$ cat src/rtl/vga_capture.sv
// vga_capture: receive side of the VGA link.
// Samples hsync/vsync/pixel in the pixel-clock domain, recovers line and
// frame timing, qualifies it with a lock FSM and, once locked, issues
// framebuffer write strobes with (x, y) coordinates.
//
// Ports:
//   clk, rst          pixel clock, asynchronous active-high reset
//   hsync_in/vsync_in raw sync inputs (polarity set by SYNC_ACTIVE_LOW)
//   pixel_in[2:0]     RGB pixel
//   wr_en/wr_x/wr_y/wr_pixel  framebuffer write port
//   frame_start       one-cycle pulse at vsync trailing edge while locked
//   locked            timing qualified
//   line_len          measured samples per line
//   lines_per_frame   measured lines per frame
module vga_capture #(
  parameter int H_BACK          = 48,
  parameter int H_ACTIVE        = 640,
  parameter int V_BACK          = 33,
  parameter int V_ACTIVE        = 480,
  parameter bit SYNC_ACTIVE_LOW = 1'b1
) (
  input  logic        clk,
  input  logic        rst,
  input  logic        hsync_in,
  input  logic        vsync_in,
  input  logic [2:0]  pixel_in,
  output logic        wr_en,
  output logic [9:0]  wr_x,
  output logic [8:0]  wr_y,
  output logic [2:0]  wr_pixel,
  output logic        frame_start,
  output logic        locked,
  output logic [10:0] line_len,
  output logic [9:0]  lines_per_frame
);

  localparam logic [10:0] H_LO  = 11'(H_BACK);
  localparam logic [10:0] H_HI  = 11'(H_BACK + H_ACTIVE);
  localparam logic [9:0]  V_LO  = 10'(V_BACK);
  localparam logic [9:0]  V_HI  = 10'(V_BACK + V_ACTIVE);
  localparam logic [9:0]  X_OFF = 10'(H_BACK);
  localparam logic [8:0]  Y_OFF = 9'(V_BACK);

  typedef enum logic [1:0] {UNLOCKED, ARMED, LOCKED} state_t;

  // Sync pipes hold the normalized "sync active" level, so reset (0) is
  // the inactive level regardless of pin polarity. Index 0 = s1.
  logic       h_act, v_act;
  logic [2:0] h_pipe, v_pipe;
  logic [2:0][2:0] p_pipe;

  assign h_act = SYNC_ACTIVE_LOW ? ~hsync_in : hsync_in;
  assign v_act = SYNC_ACTIVE_LOW ? ~vsync_in : vsync_in;

  always_ff @(posedge clk or posedge rst) begin
    if (rst) begin
      h_pipe <= '0;
      v_pipe <= '0;
      p_pipe <= '0;
    end else begin
      h_pipe <= {h_pipe[1:0], h_act};
      v_pipe <= {v_pipe[1:0], v_act};
      p_pipe <= {p_pipe[1:0], pixel_in};
    end
  end

  logic htrail, vtrail;
  assign htrail = ~h_pipe[1] & h_pipe[2];
  assign vtrail = ~v_pipe[1] & v_pipe[2];

  // Line / frame counters
  logic [10:0] hcnt;
  logic [9:0]  vcnt, line_cnt;
  logic [11:0] period;
  logic        timeout;

  assign period  = {1'b0, hcnt} + 12'd1;
  assign timeout = &hcnt;

  always_ff @(posedge clk or posedge rst) begin
    if (rst) begin
      hcnt            <= '0;
      vcnt            <= '0;
      line_cnt        <= '0;
      lines_per_frame <= '0;
    end else begin
      if (htrail)        hcnt <= '0;
      else if (!timeout) hcnt <= hcnt + 11'd1;

      if (vtrail)                vcnt <= '0;
      else if (htrail && !(&vcnt)) vcnt <= vcnt + 10'd1;

      // An htrail coincident with vtrail opens the new frame's first line.
      if (vtrail) begin
        lines_per_frame <= line_cnt;
        line_cnt        <= {9'd0, htrail};
      end else if (htrail && !(&line_cnt)) begin
        line_cnt <= line_cnt + 10'd1;
      end
    end
  end

  // Lock FSM
  state_t state;
  logic   have_len;
  logic   mismatch;

  assign mismatch = htrail && (period != {1'b0, line_len});
  assign locked   = (state == LOCKED);

  always_ff @(posedge clk or posedge rst) begin
    if (rst) begin
      state       <= UNLOCKED;
      have_len    <= 1'b0;
      line_len    <= '0;
      frame_start <= 1'b0;
    end else begin
      frame_start <= 1'b0;
      case (state)
        UNLOCKED: begin
          if (vtrail) begin
            state    <= ARMED;
            have_len <= 1'b0;
          end
        end
        ARMED: begin
          if (timeout || (have_len && mismatch)) begin
            state <= UNLOCKED;
          end else if (vtrail) begin
            if (have_len && line_len != '0) begin
              state       <= LOCKED;
              frame_start <= 1'b1;
            end else begin
              line_len <= '0;
              have_len <= 1'b0;
            end
          end else if (htrail && !have_len) begin
            line_len <= period[10:0];
            have_len <= 1'b1;
          end
        end
        LOCKED: begin
          if (timeout || mismatch) state <= UNLOCKED;
          if (vtrail) frame_start <= 1'b1;
        end
        default: state <= UNLOCKED;
      endcase
    end
  end

  // Write generation. hcnt lags the pin stream by one more register than
  // s2, so the pixel is taken from s3 to pair each sample with its own
  // coordinates (pin-to-write latency of three clocks).
  logic in_win;
  assign in_win = (hcnt >= H_LO) && (hcnt < H_HI) &&
                  (vcnt >= V_LO) && (vcnt < V_HI);

  always_ff @(posedge clk or posedge rst) begin
    if (rst) begin
      wr_en    <= 1'b0;
      wr_x     <= '0;
      wr_y     <= '0;
      wr_pixel <= '0;
    end else if (locked && in_win) begin
      wr_en    <= 1'b1;
      wr_x     <= hcnt[9:0] - X_OFF;
      wr_y     <= vcnt[8:0] - Y_OFF;
      wr_pixel <= p_pipe[2];
    end else begin
      wr_en    <= 1'b0;
      wr_pixel <= '0;
    end
  end

endmodule

$ cat config.mk
export PLATFORM = sky130hd
export DESIGN_NAME = vga_capture
export DESIGN_NICKNAME = d
export VERILOG_FILES = /design/src/rtl/vga_capture.sv
export SDC_FILE = /design/constraint.sdc
export NUM_CORES = 1
export LEC_CHECK = 0
export ABC_AREA = 1
export BUFFER_PORTS_ARGS = -buffer_cell sky130_fd_sc_hd__buf_2
export CAP_MARGIN = 20
export CORE_ASPECT_RATIO = 1.75
export CORE_MARGIN = 2
export CORE_UTILIZATION = 55
export CTS_CLUSTER_SIZE = 14
export DETAILED_ROUTE_END_ITERATION = 10
export PLACE_DENSITY = 0.85
export SETUP_SLACK_MARGIN = 0.3
export SYNTH_ARGS = -nofsm -noshare
export SYNTH_HDL_FRONTEND = slang
export SYNTH_SLANG_ARGS = --single-unit
export TNS_END_PERCENT = 10
$ cat constraint.sdc
create_clock -name clk -period 7.3 [get_ports clk]
set_input_delay 1.095 -clock clk [delete_from_list [all_inputs] [get_ports clk]]
set_output_delay 1.095 -clock clk [all_outputs]
set_load 0.01 [all_outputs]
# == Word-level counts from Yosys, hierarchy flattened ==
# Index checks and enable logic that the tools add are counted.
# op_classes
n_addsub,6
n_lt_le_gt_ge,4
n_eq_ne,12
reduce_logical,27
bitwise_logic,7
muxes,28
# op_table
op,n
2-to-1 mux 11 bit,5
2-to-1 mux 10 bit,4
"adder 10 x 1 -> 10 bit, second input constant",2
AND reduction 10 bit,2
"adder 11 x 1 -> 12 bit, second input constant",1
!= test 12 x 11 -> 1 bit,1
"!= test 3 bit, second input constant",4
"adder 11 x 1 -> 11 bit, second input constant",1
">= comparator 11 x 6 -> 1 bit, second input constant",1
"< comparator 11 x 10 -> 1 bit, second input constant",1
AND reduction 11 bit,1
nonzero test 11 bit,1
">= comparator 10 x 6 -> 1 bit, second input constant",1
logical AND 1 bit,10
"< comparator 10 bit, second input constant",1
2-to-1 mux 1 bit,10
2-to-1 mux 2 bit,5
"subtractor 10 x 6 -> 10 bit, second input constant",1
"subtractor 9 x 6 -> 9 bit, second input constant",1
"!= test 2 bit, second input constant",4
AND reduction 4 bit,2
nonzero test 2 bit,4
case mux 2 bit (3 select lines),1
NOT 1 bit,5
10 further kinds,15
# word_totals
output_inout_bits,46
ff_bits,94

# == Logic depth before layout (Yosys ltp) ==
# logic_depth
word_depth,7
mapped_depth,17
ltp_nobuf,16

# == Least setup slack after synthesis ==
# Ideal clock, no wire load.
# synth_timing
kind,reg-to-reg
startpoint,register hcnt[4]
endpoint,register line_len[7]
path_stages_with_launch,16
period_less_slack_ps,1958
n_path_buf,1
slack_ps,5342
arrival_ps,1840
setup_ps,118
t_required_ps,7182
path_cell_list,dfrtp_1 > ha_1 > nand2_1 > nor2_8 > nand2_2 > nand2_2 > nand2_1 > nand2_1 > nand2_1 > nor2_2 > nand3_2 > nand3_4 > nand3_4 > buf_6 > nand2_2 > o21ai_2
# synth_between
elab_chain_cells,7
# synth_lines
element,line,source
start: declaration,72,logic [10:0] hcnt;
start signal: assignment,88,else if (!timeout) hcnt <= hcnt + 11'd1;
adder 11 x 1 -> 12 bit,77,"assign period = {1'b0, hcnt} + 12'd1;"
!= test 12 x 11 -> 1 bit,108,"assign mismatch = htrail && (period != {1'b0, line_len});"
logical AND 1 bit,108,
logical AND 1 bit,127,if (timeout || (have_len && mismatch)) begin
logical OR 1 bit,127,
NOT 1 bit (no source line),-,
AND reduction 4 bit (no source line),-,
end signal: assignment,138,line_len <= period[10:0];
end: declaration,33,"output logic [10:0] line_len,"
# Several ways; a longest one is shown, not always the timed one. The select of a mux whose other input is x is not followed.
# A chain may end at the register's enable or synchronous reset.

# == Worst setup path after layout ==
# layout_timing
startpoint,register v_pipe[1]
endpoint,register line_cnt[9]
# layout_between
elab_chain_cells,3
# layout_lines
element,line,source
start: declaration,49,"logic [2:0] h_pipe, v_pipe;"
start signal: assignment,62,"v_pipe <= {v_pipe[1:0], v_act};"
NOT 1 bit *,69,assign vtrail = ~v_pipe[1] & v_pipe[2];
AND 1 bit *,69,
2-to-1 mux 10 bit or nonzero test 2 bit (tied branches),-,
end signal: assignment,96,"line_cnt <= {9'd0, htrail};"
end signal: assignment,98,line_cnt <= line_cnt + 10'd1;
end: declaration,73,"logic [9:0] vcnt, line_cnt;"
# Mark *: on every way between the ends. The rest lies on a longest branch, timed or not.

==> results.md <==
- Syn Inst Count: 534
- Critical Path Fanout Max: 39
- Overflow after GRT: 0
- Buffer count from post-CTS setup fixing: 0
- End-of-flow core utilization: 0.640
- Synth warn: 0
- Mapped Area: 0.00461 sq mm
- Max Buffers Root-to-Sink: 2
- Sequential area share after synthesis: 0.511
- Cell row count: between 40 and 50
- Die Width: ~73 microns
- Max cap viols: 0
- Worst Hold Margin: 0.353 ns
- DP HPWL: approximately 7400 microns
- Clk slew on worst S/H paths: about 0.070 ns
- Vias in the first global route: about 3,700
- Root buffer cell: clkbuf_16
- DR iter-0 viols: between 200 and 250
- Syn_nets: between 500 and 600
- Crit path launch: v_pipe[1]
- Initial antenna violation count: 0
- Clock skew: a little under 0.008 ns
- M1 GR Usage: 0.281
- Placeable Area: 0.00820 sq mm
- Most frequent cell after synthesis: nand2_1
- Die area: 0.00915 sq mm
- Post-synth EDFFs: 0
- # DRC: 0
- Tcrit/Tclk final: 0.380
- Port bufs: 52
- Power per Cell Area: 254 mW/mm^2
- Most common flop cell mapped by yosys: dfrtp_1
- WL final: just over 10,000 microns
- Final hold violation count: 0
- Status: finished, final reports clean
- Achievable Freq: ~360 MHz
- Worst R2R Start: v_pipe[1]
- Crit path required time: approximately 7.5 ns
- Total power: between 1000 and 1500 uW
- Flops & latches, synth: 94
- Hold Startpoint: p_pipe[3]
- Gates resized, CTS repair: 0
- IO Pins: 53
- CTS tree: built
- CTS Buf Count: 9
- Least-Margin Pin Slew: roughly 0.86 ns
- Cell variety after synth: 40
- Tmin final: ~2.8 ns
- Fraction of registers with async set/reset: 1.00
- VDD IR max: 233 uV
- RSZ-0062 raised after global routing: no
- DR vias: between 3,000 and 4,000
- Hold Crit Class: flop to flop
- Most Crowded Layer GR: met2
- Setup violators final: 0
- Final Wtd Congestion: 0.959
- Top cells by count, synth: 129 x nand2_1, 94 x dfrtp_1, 68 x inv_1
- Area share of the largest cell type after synthesis: 0.511
- Layout cells sized above 1: 0.189
- Cts hold-fix bufs: 0
- Critical path class: flop to flop
- Lkg Pwr: roughly 0.0027 uW
- Pre-Repair DR Iteration Count: 7
- Layout Area Growth over Synthesis: 14.0%
- GR Layer Usage met3: 0.0443
- Vias per std cell: 5.51
- TNS Setup: 0 ns
- CP Data Arrival Time: around 3.0 ns
- Clock Sinks: 94
- CP endpoint kind: flop
- N_diodes: 0
- Headroom to the max-slew limit: 0.424
- Average wire per standard cell: 14.8 microns
- First-pass GRT wire length: roughly 17,000 microns
- Largest net degree at the start of global routing: 64
- Synth area leaders: dfrtp_1 51%, nand2_1 11%, inv_1 5.5%
- Mean Syn Cell Area: between 8 and 9 sq um
- Initial Utilization: 0.562
- # nets final: about 610
- H-tree depth: 3
- CP startpoint kind: flop
- Clk_lat worst skew: 0.35 ns
- Cell type with the largest total area after synthesis: dfrtp_1
- Die H: 125 microns
- Antenna viol nets, final: 0
- Met2 Use GR: 0.411
- Slew Limit Fails: 0
- Gr usage total: 0.241
## layout by cell type (no fill, tap or decap), types with 4 or more instances in the layout
| cell | count |
|---|---|
| ha_1 | 10 |
| xor2_1 | 9 |
| nand2_2 | 14 |
| buf_2 | 52 |
| a21oi_1 | 19 |
| inv_1 | 67 |
| o21ai_0 | 45 |
| nand4_1 | 8 |
| nor3_1 | 7 |
| nor2_1 | 31 |
| o21ai_2 | 11 |
| clkbuf_16 | 9 |
| dfrtp_1 | 94 |
| nand3_1 | 39 |
| inv_8 | 4 |
| nand2_1 | 129 |
## critical path, cell delays in order, from the launching register on
cell	delay (ns)
dfrtp_1	0.38
nor2_1	0.67
clkinv_1	0.47
buf_12	0.29
nand2_1	0.22
nand3_1	0.16
inv_1	0.11
nand3_1	0.07
a221oi_1	0.29
## through the flow
stage          std cells  setup WS [ns]  area, sq um
3_3_place_gp         668           3.93         4940
3_5_place_dp         668           3.75         4940
4_1_cts              684           3.67         5230
2_1_floorplan        534           3.76         4610
6_report             685           4.52         5250
5_1_grt              685           4.20         5250
## cells by family after synthesis
family / share of synthesized area
simple gates: 0.250
flops: 0.511
compound gates: 0.118
buf+inv: 0.0709
xor+xnor: 0.0239
fa+ha+maj: 0.0272
## final timing paths
kind | endpoint | slack [ns] | cells past startpoint
max | line_cnt[9] | 4.52 | 8
min | p_pipe[6] | 0.35 | 0
max reg2reg | line_cnt[9] | 4.52 | 8
min reg2reg | p_pipe[6] | 0.35 | 0
max in group asynchronous | vcnt[0] | 5.34 | 3
min in group asynchronous | line_len[8] | 0.77 | 2
## layout make-up
cell class	count	area, sq um
tap	92	115
fill	671	2950
clock inverter	7	70.1
sequential	94	2350
clock buffer	9	225
inverter	69	260
multi-input combinational	358	1930
timing repair buffer	56	303
## per-layer routing
| metal | wire length [microns] | part of all wire |
|---|---|---|
| met2 | 5530 | 0.54 |
| met4 | 384 | 0.038 |
| met1 | 3890 | 0.38 |
| met3 | 352 | 0.035 |
| met5 | 0 | 0 |
## state kept, by name, summed over array words and instances, names as in the netlist
register	count
hcnt	11
line_len	11
line_cnt	10
lines_per_frame	10
vcnt	10
wr_x	10
p_pipe	9
wr_y	9
h_pipe	3
v_pipe	3
wr_pixel	3
state	2
frame_start	1
have_len	1
wr_en	1
## power by group
| group | switching (uW) | internal [uW] | leakage, uW | total (uW) |
|---|---|---|---|---|
| registers | 41.4 | 556 | 0.00126 | 598 |
| clock network | 218 | 243 | 0.000144 | 461 |
| logic | 181 | 94.5 | 0.00130 | 275 |
No activity file was read; power rests on OpenSTA's default activity.
